File: config.mk
export PLATFORM = sky130hd
export DESIGN_NAME = pipe_hazard_ctrl
export DESIGN_NICKNAME = d
export VERILOG_FILES = /design/src/rtl/pipe_hazard_ctrl.sv
export SDC_FILE = /design/constraint.sdc
export NUM_CORES = 1
export LEC_CHECK = 0
export CORE_UTILIZATION = 49
export DETAILED_ROUTE_END_ITERATION = 10
export GPL_TIMING_DRIVEN = 0
export PLACE_DENSITY_LB_ADDON = 0.05
export SETUP_SLACK_MARGIN = 0.02
export SLEW_MARGIN = 20
export SYNTH_ARGS = -nofsm -noshare
export SYNTH_HDL_FRONTEND = slang
export SYNTH_SLANG_ARGS = --single-unit
export TNS_END_PERCENT = 5
File: constraint.sdc
create_clock -name clk -period 2.7 [get_ports clk]
set_clock_uncertainty 0.05 [all_clocks]
set_input_delay 0.54 -clock clk [delete_from_list [all_inputs] [get_ports clk]]
set_output_delay 0.54 -clock clk [all_outputs]
set_load 0.02 [all_outputs]
File: src/rtl/pipe_hazard_ctrl.sv
// pipe_hazard_ctrl: stall/flush sequencer for the five-stage pipeline (F, F/D, D/E, E/M, M/W).
// Latency: stall/flush/div/exc outputs are combinational from state and inputs; stall_cnt is registered.
// Backpressure: memory-not-ready holds F..M and bubbles W; a divide holds F..E until div_done.
// Ports: clk/rst (sync, active-high); hazard inputs load_use_d, branch_flush_d, div_e, div_done,
//        exception_m, i_stall, d_stall; per-stage stall_*/flush_*, div_start/div_cancel,
//        exc_redirect, state (RUN=0, DIV=1, EXC=2), stall_cnt (saturating stall_f cycle count).
module pipe_hazard_ctrl #(
    parameter int unsigned EXC_CYCLES = 1,
    parameter int unsigned CNT_W      = 32
) (
    input  logic             clk,
    input  logic             rst,
    input  logic             load_use_d,
    input  logic             branch_flush_d,
    input  logic             div_e,
    input  logic             div_done,
    input  logic             exception_m,
    input  logic             i_stall,
    input  logic             d_stall,
    output logic             stall_f,
    output logic             stall_d,
    output logic             stall_e,
    output logic             stall_m,
    output logic             stall_w,
    output logic             flush_d,
    output logic             flush_e,
    output logic             flush_m,
    output logic             flush_w,
    output logic             div_start,
    output logic             div_cancel,
    output logic             exc_redirect,
    output logic [1:0]       state,
    output logic [CNT_W-1:0] stall_cnt
);

    typedef enum logic [1:0] {
        ST_RUN = 2'd0,
        ST_DIV = 2'd1,
        ST_EXC = 2'd2
    } state_e;

    localparam logic [3:0] EXC_INIT = 4'(EXC_CYCLES - 1);

    state_e           state_q, state_d;
    logic [3:0]       exc_cnt_q, exc_cnt_d;
    logic [CNT_W-1:0] stall_cnt_q;

    always_comb begin
        stall_f      = 1'b0;
        stall_d      = 1'b0;
        stall_e      = 1'b0;
        stall_m      = 1'b0;
        stall_w      = 1'b0;
        flush_d      = 1'b0;
        flush_e      = 1'b0;
        flush_m      = 1'b0;
        flush_w      = 1'b0;
        div_start    = 1'b0;
        div_cancel   = 1'b0;
        exc_redirect = 1'b0;
        state_d      = state_q;
        exc_cnt_d    = exc_cnt_q;

        // Reset masks every control output; next state is irrelevant since the flops reset anyway.
        if (!rst) begin
            unique case (state_q)
                ST_RUN: begin
                    if (exception_m) begin
                        // Exception beats memory stalls: the faulting path is discarded anyway.
                        flush_d      = 1'b1;
                        flush_e      = 1'b1;
                        flush_m      = 1'b1;
                        flush_w      = 1'b1;
                        exc_redirect = 1'b1;
                        div_cancel   = 1'b1;
                        state_d      = ST_EXC;
                        exc_cnt_d    = EXC_INIT;
                    end else if (i_stall || d_stall) begin
                        // Freeze F..M, push a bubble into W; lower-priority hazards wait.
                        stall_f = 1'b1;
                        stall_d = 1'b1;
                        stall_e = 1'b1;
                        stall_m = 1'b1;
                        flush_w = 1'b1;
                    end else if (div_e) begin
                        stall_f   = 1'b1;
                        stall_d   = 1'b1;
                        stall_e   = 1'b1;
                        flush_m   = 1'b1;
                        div_start = 1'b1;
                        state_d   = ST_DIV;
                    end else if (load_use_d) begin
                        // Load-use wins over a branch redirect; the branch re-asserts next cycle.
                        stall_f = 1'b1;
                        stall_d = 1'b1;
                        flush_e = 1'b1;
                    end else if (branch_flush_d) begin
                        flush_d = 1'b1;
                    end
                end
                ST_DIV: begin
                    if (exception_m) begin
                        flush_d      = 1'b1;
                        flush_e      = 1'b1;
                        flush_m      = 1'b1;
                        flush_w      = 1'b1;
                        exc_redirect = 1'b1;
                        div_cancel   = 1'b1;
                        state_d      = ST_EXC;
                        exc_cnt_d    = EXC_INIT;
                    end else if (div_done && !i_stall) begin
                        // All enables open: E/M captures the quotient on this edge.
                        state_d = ST_RUN;
                    end else if (div_done) begin
                        // Result is held by the divider, so just wait out the fetch stall.
                        stall_f = 1'b1;
                        stall_d = 1'b1;
                        stall_e = 1'b1;
                        stall_m = 1'b1;
                        flush_w = 1'b1;
                    end else begin
                        // M carries a bubble during the divide, so d_stall has nothing to hold.
                        stall_f = 1'b1;
                        stall_d = 1'b1;
                        stall_e = 1'b1;
                        flush_m = 1'b1;
                    end
                end
                ST_EXC: begin
                    flush_d = 1'b1;
                    if (exc_cnt_q == 4'd0) begin
                        state_d = ST_RUN;
                    end else begin
                        exc_cnt_d = exc_cnt_q - 4'd1;
                    end
                end
                default: begin
                    state_d = ST_RUN;
                end
            endcase
        end
    end

    always_ff @(posedge clk) begin
        if (rst) begin
            state_q     <= ST_RUN;
            exc_cnt_q   <= 4'd0;
            stall_cnt_q <= '0;
        end else begin
            state_q   <= state_d;
            exc_cnt_q <= exc_cnt_d;
            if (stall_f && (stall_cnt_q != '1)) begin
                stall_cnt_q <= stall_cnt_q + 1'b1;
            end
        end
    end

    assign state     = state_q;
    assign stall_cnt = stall_cnt_q;

endmodule

; Yosys cells after proc, flatten, opt, wreduce, memory -nomap -nowiden
; Index checks and enable logic that the tools add are counted.
[word_totals]
register_bits = 38
input_bits = 9
out_inout_bits = 46
wordCells = 83
[op_classes]
addsub = 2
n_eq_ne = 9
muxes = 59
reduce_logical = 10
[ops]
columns = op, count
row1 = two-way mux 1 bit, 42
row2 = "adder 32 x 1 -> 32 bit, second input constant", 1
row3 = "inequality test 32 bit, second input constant", 1
row4 = two-way mux 2 bit, 6
row5 = one-hot mux 1 bit (2 select lines), 6
row6 = "inequality test 3 bit, second input constant", 3
row7 = two-way mux 4 bit, 2
row8 = one-hot mux 4 bit (2 select lines), 1
row9 = one-hot mux 2 bit (3 select lines), 1
row10 = logical NOT 4 bit, 1
row11 = "inequality test 2 bit, second input constant", 2
row12 = AND reduction 4 bit, 1
row13 = "subtractor 4 x 1 -> 4 bit, second input constant", 1
row14 = one-hot mux 1 bit (3 select lines), 1
row15 = AND reduction 3 bit, 1
row16 = "equality test 2 x 1 -> 1 bit, second input constant", 1
row17 = "equality test 2 bit, second input constant", 1
row18 = logical AND 1 bit, 2
row19 = logical NOT 2 bit, 1
row20 = "inequality test 2 x 1 -> 1 bit, second input constant", 1
row21 = nonzero test 2 bit, 1
row22 = OR reduction 2 bit, 1
row23 = logical NOT 1 bit, 1
row24 = logical OR 1 bit, 1

; Logic depth before layout (Yosys ltp)
[logic_depth]
word_depth = 7
depth_mapped = 8
depth_no_buf = 7

; Worst setup path before layout
; No wires, ideal clock.
[synth_path]
path_type = register to register
startpoint = register stall_cnt_q[0] (netlist: stall_cnt[0])
endpoint = register stall_cnt_q[1] (netlist: stall_cnt[1])
setup_time_ns = 0.128
arrival_ns = 2.071
required_ns = 2.522
slack_ns = 0.451
stages_incl_launch_ff = 9
n_path_buf = 2
period_less_slack_ns = 2.249
cell_sequence = dfxtp_1 -> ha_1 -> nand4_1 -> or4_4 -> o211ai_4 -> buf_6 -> buf_12 -> mux2i_1 -> nor2_1
[synth_via]
elab_chain_cells = 2
elab_cells_between_ends = 3
cone_classes = add/sub (1) / eq/ne (1) / reduce/logical (1)
[synth_lines]
columns = element, line_no
row1 = from (decl), 46  ; logic [CNT_W-1:0] stall_cnt_q;
row2 = from (signal assigned), 153  ; stall_cnt_q <= stall_cnt_q + 1'b1;
row3 = branches (longest 2 deep; another with adder 32 x 1 -> 32 bit), n/a
; Parallel ways; which one is timed is not known.
; A chain may end at the register's enable or synchronous reset.

; Final worst setup path
[layout_path]
startpoint = input port exception_m
endpoint = output port stall_e
[layout_via]
elab_chain_cells = 3
elab_cells_between_ends = 4
cone_classes = mux (4)
[layout_lines]
columns = element, line_no
row1 = from (decl), 17  ; input logic exception_m,
row2 = two-way mux 1 bit (on tied branches), "102, 68"
row3 = one-hot mux 1 bit (2 select lines) (*), 66  ; unique case (state_q)
row4 = two-way mux 1 bit (*), 65  ; if (!rst) begin
row5 = to (decl), 22  ; output logic stall_e,
; Mark *: on every way between the ends. The rest lies on a longest branch, timed or not.

==> impl_metrics.py <==
metrics = {
    "timing": {
        "timing.final.hold_violations": 0,
        "slew_viol_final": 0,
        "setup_violations": 0,
        "slew_headroom_pct": 64.5,
        "fmax_mhz": 376,
        "period_needed_ns": 2.66,
        "fin_crit_sh_pct": 98.6,
        "tightest_slew_ns": 0.533,
        "fin_ws_ns": 0.0372,
        "rsz0062_at_grt": "yes",
    },
    "setup_path": {
        "r2r-end": "stall_cnt[1]$_SDFFE_PP0P_",
        "setup.worst_path.class": "input pin to output pin",
        "cp_slowest_stage_delay_ns": 0.63,
        "worstReg2RegStart": "stall_cnt[0]$_SDFFE_PP0P_",
        "cp-startpoint": "exception_m",
        "cp_cell_sequence": "dlygate4sd2_1 -> nor3b_2 -> nand2_1 -> a21oi_1 -> clkdlybuf4s50_1",
        "rrSetupSlack_ns": 0.38,
        "cp_max_fo": 8,
        "critPathLaunchType": "input pin",
        "endpoint_kind": "output pin",
        "cp.required_ns": 2.11,
        "ff2ff_path_depth": 8,
        "crit_end": "stall_e",
        "slowest_stage": "clkdlybuf4s50_1",
        "crit_arrival_ns": 2.07,
    },
    "layout": {
        "final_cell_count_no_fill": 375,
        "final_util_pct": 69.8,
        "nets": 336,
        "postLayoutCellArea_um2": 2890,
        "area_growth_pct": 32.3,
        "final_layout_size_suffix_gt1_share_pct": 12.9,
        "fill_cells": 370,
        "diodes": 0,
    },
    "worst_hold_path": {
        "hold_path.class": "register to register",
    },
    "clocking": {
        "cts_made_buffers": 5,
        "cts_root_buffer": "clkbuf_8",
        "clk_path_buf_depth": 2,
        "cts.sinks": 38,
        "cts_tree": "yes",
        "clk_pin_slew_worst_paths_ns": 0.07,
        "clock_latency_ns": 0.29,
        "htreeDepth": 2,
    },
    "synthesis": {
        "ys_seq_area_share_pct": 34.8,
        "synth-edff-count": 0,
        "yosysMostFrequentCell": "dfxtp_1",
        "synth_top_cell_area_share_pct": 34.8,
        "synthesis.nets": 275,
        "ys_ff_latch": 38,
        "syn_area_per_cell_um2": 8.28,
        "synth_cells": 264,
        "synthFlopType": "dfxtp_1",
        "synth_common_cells": "38 x dfxtp_1, 30 x a21oi_1, 22 x nor2_1, 19 x nand2_1, 17 x or4_1",
        "postSynth.asyncResetShare_pct": 0,
        "synth_cell_types": 51,
        "syn_area_um2": 2190,
        "synthTopCellsByArea": "dfxtp_1 35%, a21oi_1 6.9%, or4_1 5.8%, o31ai_1 5.2%, nor2_1 3.8%",
        "synth.yosys.warnings": 0,
        "synth_area_leader_cell": "dfxtp_1",
    },
    "floorplanning": {
        "start_util_pct": 52.7,
        "die_y_um": 68.8,
        "io_pins": 55,
        "die_x_um": 68.8,
        "rows": 23,
        "coreArea_um2": 4140,
        "dieArea_um2": 4730,
    },
    "place": {
        "io_buffers": 53,
        "placedInstanceArea_um2": 2780,
        "gp_congestion": 0.866,
        "dp.cells": 367,
        "pre_cts_ws_ns": -0.686,
        "dpl.hpwl_um": 3990,
    },
    "outcome": {
        "status": "completed",
    },
    "detailed_routing": {
        "ant_nets": 0,
        "initialDrtViolationCount": 130,
        "routedWlPerCell_um": 14.8,
        "first_pass_iters": 4,
        "drc_errors": 0,
        "dr_total_vias": 2198,
        "routed_wirelength_um": 5530,
        "viasPerCell": 5.86,
    },
    "global_route": {
        "antenna_found_initial": 0,
        "grt_max_degree": 12,
        "grtUsageTotal_pct": 25.5,
        "overflow": 0,
        "grt_pass1_wl_um": 8980,
        "first_global_vias": 1985,
    },
    "power": {
        "power_density_nw_per_um2": 383,
        "p_total_mw": 1.11,
        "p_leak_nw": 0.983,
        "max-vdd-ir-drop_mv": 0.256,
    },
    "flow_run": {
        "drv_cap": 0,
    },
}
## critical path, delay by kind of cell
kind | cells | cell delay (ns)
buf+inv | 2 | 0.95
compound gates | 1 | 0.16
simple gates | 2 | 0.42
## worst min-delay path by stage
| stage | from | endpoint | slack [ns] | cells past startpoint |
|---|---|---|---|---|
| after global routing | stall_cnt[15]$_SDFFE_PP0P_ | stall_cnt[15]$_SDFFE_PP0P_ | 0.49 | 2 |
| after global placement | stall_cnt[15]$_SDFFE_PP0P_ | stall_cnt[15]$_SDFFE_PP0P_ | 0.44 | 2 |
| after CTS | exc_cnt_q[2]$_SDFFE_PP0P_ | exc_cnt_q[2]$_SDFFE_PP0P_ | 0.46 | 2 |
| after detailed placement | exc_cnt_q[2]$_SDFFE_PP0P_ | exc_cnt_q[2]$_SDFFE_PP0P_ | 0.45 | 2 |
| final | stall_cnt[19]$_SDFFE_PP0P_ | stall_cnt[19]$_SDFFE_PP0P_ | 0.47 | 2 |
| after floorplan | exc_cnt_q[2]$_SDFFE_PP0P_ | exc_cnt_q[2]$_SDFFE_PP0P_ | 0.42 | 2 |
## cells in the final DEF, fill, tap and decap left out, types with 4 or more instances in the layout
master	synthesis	layout
buf_4	4	6
or4_1	17	17
nand4_1	7	7
clkbuf_8	0	5
or3_1	12	12
nor2_1	22	20
nand2_1	19	19
o31ai_1	15	15
inv_1	10	10
dfxtp_1	38	38
nor4_1	5	4
nor3_1	5	5
a21oi_1	30	30
clkdlybuf4s50_1	0	41
dlygate4sd2_1	0	7
o21ai_0	5	5
o21ai_1	9	9
nand3_1	7	7
## registers in the layout, summed over array words and instances (netlist names)
register,cells
state,2
exc_cnt_q,4
stall_cnt,32
## report_power, final
part | internal, mW | total (mW) | switching [mW]
registers | 0.567 | 0.573 | 0.00616
clock network | 0.173 | 0.368 | 0.195
logic | 0.0727 | 0.165 | 0.0925
total | 0.813 | 1.11 | 0.294
## cells by family (layout without fill, tap and decap cells)
group,Yosys count,count (layout),share of synthesized area (%)
AOI/OAI and AO/OA,75,75,22.7
xor gates and xnor gates,2,2,0.802
adders and majority gates,2,2,1.14
buffers and inverters,25,86,7.33
DFF,38,38,34.8
muxes,2,2,0.973
other,1,1,0.172
and+or+nand+nor,119,119,32.1
## per-layer routing
layer | wire (um) | global-route usage, % | vias up | share of wire (%)
met5 | 0 | 0 | - | 0
met4 | 59 | 9.69 | 0 | 1.1
met3 | 257 | 3.95 | 5 | 4.6
met2 | 2560 | 41.9 | 54 | 46
met1 | 2660 | 33.3 | 1018 | 48
li1 | - | - | 1121 | -
## layout make-up
cell class                      instances  area, um2  area share, %
Buffer                                 15        128           4.41
Clock buffer                            5       68.8           2.38
Clock inverter                          2       10.0          0.346
Inverter                               10       37.5           1.30
Multi-Input combinational cell        201       1300           44.9
Sequential cell                        38        761           26.3
Tap cell                               50       62.6           2.16
Timing Repair Buffer                   54        527           18.2
## per-stage QoR
stage          hold WS [ns]  TNS, ns
2_1_floorplan         0.420        0
3_3_place_gp          0.437    -4.47
3_5_place_dp          0.449    -4.77
4_1_cts               0.464        0
5_1_grt               0.492  -0.0758
6_report              0.468        0
## what timing repair did
item	in CTS	in global routing
pin swaps	1	1
buffers inserted	1	0
resized for setup	21	5
hold buffers	0	0
setup endpoints to repair	11	6
endpoints found under the hold margin	0	0
Power figures use the tool's default switching activity.
